--- config.mk ---
export PLATFORM = sky130hd
export DESIGN_NAME = w_input_conditioner
export DESIGN_NICKNAME = d
export VERILOG_FILES = /design/src/rtl/w_input_conditioner.sv
export SDC_FILE = /design/constraint.sdc
export NUM_CORES = 1
export LEC_CHECK = 0
export ABC_AREA = 1
export CAP_MARGIN = 30
export CORE_AREA = 2 2 39 41
export DETAILED_ROUTE_END_ITERATION = 10
export DIE_AREA = 0 0 41 43
export PLACE_DENSITY = 0.69
export SETUP_SLACK_MARGIN = 0.02
export SLEW_MARGIN = 15
export SYNTH_ARGS = -nofsm -noshare
export SYNTH_HDL_FRONTEND = slang
export SYNTH_SLANG_ARGS = --single-unit
export TNS_END_PERCENT = 100
--- constraint.sdc ---
create_clock -name clk -period 1.8 [get_ports clk]
set_input_delay 0.36 -clock clk [delete_from_list [all_inputs] [get_ports clk]]
set_output_delay 0.36 -clock clk [all_outputs]
set_load 0.02 [all_outputs]
--- src/rtl/w_input_conditioner.sv ---
// Push-button conditioner: two-flop synchroniser, debounce FSM, single-cycle press pulse w,
// debounced level, busy flag and a wrapping 4-bit press counter.
//   state | meaning
//   IDLE  | debounced level 0, waiting for a 1 sample
//   RISE  | qualifying a press, cnt = consecutive 1 samples seen
//   HIGH  | debounced level 1, waiting for a 0 sample
//   FALL  | qualifying a release, cnt = consecutive 0 samples seen
module w_input_conditioner #(
   parameter int DEBOUNCE = 4,
   parameter int CNT_W    = 3
) (
   input  logic       clk,
   input  logic       rst,
   input  logic       btn,
   output logic       w,
   output logic       level,
   output logic       busy,
   output logic [3:0] presses
);

   typedef enum logic [1:0] {IDLE, RISE, HIGH, FALL} state_t;

   localparam logic [CNT_W-1:0] CNT_LAST = CNT_W'(DEBOUNCE - 1);
   localparam logic [CNT_W-1:0] CNT_ONE  = CNT_W'(1);

   state_t           state, state_nx;
   logic [CNT_W-1:0] cnt, cnt_nx;
   logic             s1, s2;
   logic             level_nx, w_nx;
   logic [3:0]       presses_nx;

   always_ff @(posedge clk) begin
      if (rst) begin
         s1      <= 1'b0;
         s2      <= 1'b0;
         state   <= IDLE;
         cnt     <= '0;
         level   <= 1'b0;
         w       <= 1'b0;
         presses <= 4'd0;
      end else begin
         s1      <= btn;
         s2      <= s1;
         state   <= state_nx;
         cnt     <= cnt_nx;
         level   <= level_nx;
         w       <= w_nx;
         presses <= presses_nx;
      end
   end

   always_comb begin
      state_nx   = state;
      cnt_nx     = cnt;
      level_nx   = level;
      w_nx       = 1'b0;
      presses_nx = presses;
      unique case (state)
         IDLE: begin
            if (s2) begin
               state_nx = RISE;
               cnt_nx   = CNT_ONE;
            end
         end
         RISE: begin
            if (!s2) begin
               state_nx = IDLE;
               cnt_nx   = '0;
            end else if (cnt == CNT_LAST) begin
               state_nx   = HIGH;
               cnt_nx     = '0;
               level_nx   = 1'b1;
               w_nx       = 1'b1;
               presses_nx = presses + 4'd1;
            end else begin
               cnt_nx = cnt + CNT_ONE;
            end
         end
         HIGH: begin
            if (!s2) begin
               state_nx = FALL;
               cnt_nx   = CNT_ONE;
            end
         end
         FALL: begin
            // a 1 sample here is a release bounce: drop back to HIGH silently
            if (s2) begin
               state_nx = HIGH;
               cnt_nx   = '0;
            end else if (cnt == CNT_LAST) begin
               state_nx = IDLE;
               cnt_nx   = '0;
               level_nx = 1'b0;
            end else begin
               cnt_nx = cnt + CNT_ONE;
            end
         end
         default: begin
            state_nx = IDLE;
            cnt_nx   = '0;
         end
      endcase
   end

   assign busy = (state == RISE) || (state == FALL);

endmodule

==> impl_metrics.csv <==
group,metric,value,unit
cts,cts_tree,"yes",
global_routing,grt_pass1_vias,447,
setup_path,cp_data_arrival_time,1.34,ns
cts,clockRootBuffer,"clkbuf_4",
global_routing,grt.total_usage,15.2,%
layout,layout-drive-gt1-share,12.6,%
synthesis,ys.warnings.count,0,
timing,fin_crit_sh,94.4,%
pwr,p_sw,0.107,mW
timing,slew_headroom,85.5,%
setup_path,crit_type,"flop to primary output",
pwr,leakagePower,0.307,nW
pwr,internal_power,0.390,mW
pwr,powerDensity,681,nW/um2
setup_path,slowest_stage,"clkdlybuf4s50_1",
timing,finalHoldViolCount,0,
cts,clock_path_buffers,2,
synthesis,synth_top_family_by_area,"simple AND/OR/NAND/NOR gates",
placement,place_area,704,um2
layout,final_area,731,um2
pwr,switching_share,21.6,%
synthesis,ys_seq_area_share,43.7,%
synthesis,synth_area_per_cell,7.18,um2
placement,hpwl,771,um
pwr,pwr-share-clk,35.0,%
global_routing,antenna_found_initial,0,
cts,cts_resized,0,
timing,worst_pin_slew,0.217,ns
drt,drc,0,
pwr,combPwrFrac,5.6,%
synthesis,yosysUniqueCellTypes,18,
cts,cts_buffers,3,
floorplan,die-height,43,um
synthesis,yosys.area_share.xor_xnor,0,%
floorplan,io_pins,10,
global_routing,grt_pass1_wl,1820,um
setup_path,cp-start-kind,"flop",
pwr,p_seq_share,59.4,%
setup_path,critical_path_buf_inv_count,1,
drt,vias,504,
cts,clkLatencyLatePin,0.27,ns
floorplan,die-area,1760,um2
global_routing,grt_remaining_overflow,0,
synthesis,synth_fa_ha_area_share,4.20,%
run,max-cap-violations,0,
synthesis,syn_inst,83,
timing,setup_viol,0,
cts,clock-sinks,13,
layout,mostFrequentLayoutCell,"nand2_1",
timing,timing.hold.ws,0.409,ns
setup_path,cp_top_family,"buffers and inverters",
setup_path,cpPeakStageDelay,0.64,ns
setup_path,cp_cell_sequence,"clkdlybuf4s50_1",
synthesis,syn_nets,88,
setup_path,endpoint_kind,"primary output",
synthesis,synth_area,596,um2
synthesis,synth_edf_count,0,
cts,cts_setup_buffers,0,
drt,ant_nets,0,
synthesis,yosys.area_share.simple,35.1,%
synthesis,ys_seq_elements,13,
placement,gp_congestion,0.771,
setup_path,path_max_fanout,5,
synthesis,ys.flop_type,"dfxtp_1",
timing,rsz0062_at_grt,"false",
drt,wl_per_cell,9.22,um
drt,drt_iter0_markers,8,
synthesis,synth_mux_area_share,0,%
hold_path,holdCritPathClass,"flop to flop",
layout,layout.filler_cells,143,
cts,h-tree-depth,1,
drt,via_per_inst,4.54,
floorplan,die_x,41,um
drt,drt-total-wl,1020,um
layout,area_growth,22.7,%
layout,diodes,0,
timing,finalCriticalPeriod,1.70,ns
pwr,peakVddDrop,476,uV
timing,maxSlewViolCount,0,
floorplan,initial_core_util,43.0,%
global_routing,grt_max_degree,9,
timing,fmax,588,MHz
timing,fin_setup_tns,0,ns
layout,final_cell_mix,"20 x nand2_1, 13 x nor2_1, 13 x dfxtp_1, 12 x inv_1, 9 x clkdlybuf4s50_1",
outcome,status,"finished clean",
cts,clk_pin_slew,0.07,ns
synthesis,async_reset_ff_share,0,%
layout,final_nets,101,
placement,port_buffers,9,
setup_path,worstPathRequired,1.44,ns
synthesis,synth_compound_area_share,7.35,%
floorplan,core_area,1380,um2
cts,hold_buffers,0,
drt,firstDrtPassIters,4,
floorplan,fp-row-count,14,
timing,worst_clock_skew,0.00242,ns
-- synthesized netlist by cell type, types with 2 or more instances --
master    n  share of area [%]
inv_1    12                7.6
a21oi_1   5                4.2
o21ai_0   2                1.7
nand3_1   4                3.4
nor2_2    2                2.1
dfxtp_1  13                 44
nor2_4    2                3.8
ha_1      2                4.2
nor2_1   13                8.2
nand2_1  20                 13
-- final cells by class --
class	instances	area [um2]	area share (%)
clock buffer	4	26.3	3.60
inverter	13	48.8	6.68
multi-input combinational	55	278	38.0
sequential	13	260	35.6
tap	16	20.0	2.74
timing repair buffer	10	97.6	13.4
-- path summary, 6_finish.rpt --
kind	start	endpoint	slack [ns]	cells past startpoint
setup / recovery	state[0]	busy	0.1	1
hold / removal	s1	s2	0.41	2
hold reg to reg	s1	s2	0.41	2
setup reg to reg	cnt[0]	presses[1]	0.57	6
-- registers in the layout, indices dropped and copies added, names as in the netlist, named ones only --
register and count:
s1 1, level 1, cnt 3, state 1, w 1, s2 1
presses 4
-- power by group through the flow --
stage | registers (mW) | logic [mW] | clock network (mW)
3_5_place_dp | 0.302 | 0.0281 | 0
4_1_cts | 0.296 | 0.0283 | 0.180
3_3_place_gp | 0.302 | 0.0281 | 0
6_report | 0.296 | 0.0279 | 0.174
5_1_grt | 0.296 | 0.0330 | 0.186
2_1_floorplan | 0.302 | 0.0191 | 0
-- per-stage QoR --
step / cells / setup slack, ns / total power [mW] / utilization (%)
global route: 111 / 0.0528 / 0.515 / 52.8
floorplan: 83 / 0.739 / 0.321 / -
finish: 111 / 0.100 / 0.498 / 52.8
global placement: 107 / 0.408 / 0.330 / 50.9
detailed placement: 107 / 0.392 / 0.331 / 50.9
CTS: 111 / 0.0892 / 0.504 / 52.8
-- cell families after synthesis --
family,count (synthesis)
buffers and inverters,15
AND/OR/NAND/NOR,45
adder cells (fa/ha/maj),2
flip-flops,13
AO/OA/AOI/OAI,8
-- worst reg2reg max path: cells and delay by family, from the launching register on --
kind | cells | cell delay (ns)
and+or+nand+nor | 4 | 0.55
buffers and inverters | 1 | 0.05
adders and majority gates | 1 | 0.17
DFF | 1 | 0.36
-- routing by layer --
layer  track usage [%]  share of wire [%]
met1              21.3                 48
met2              20.0                 46
met3              5.24                5.0
met4              8.00                1.4
met5                 0                  0
Note: power is estimated with default switching activity, not from simulation.
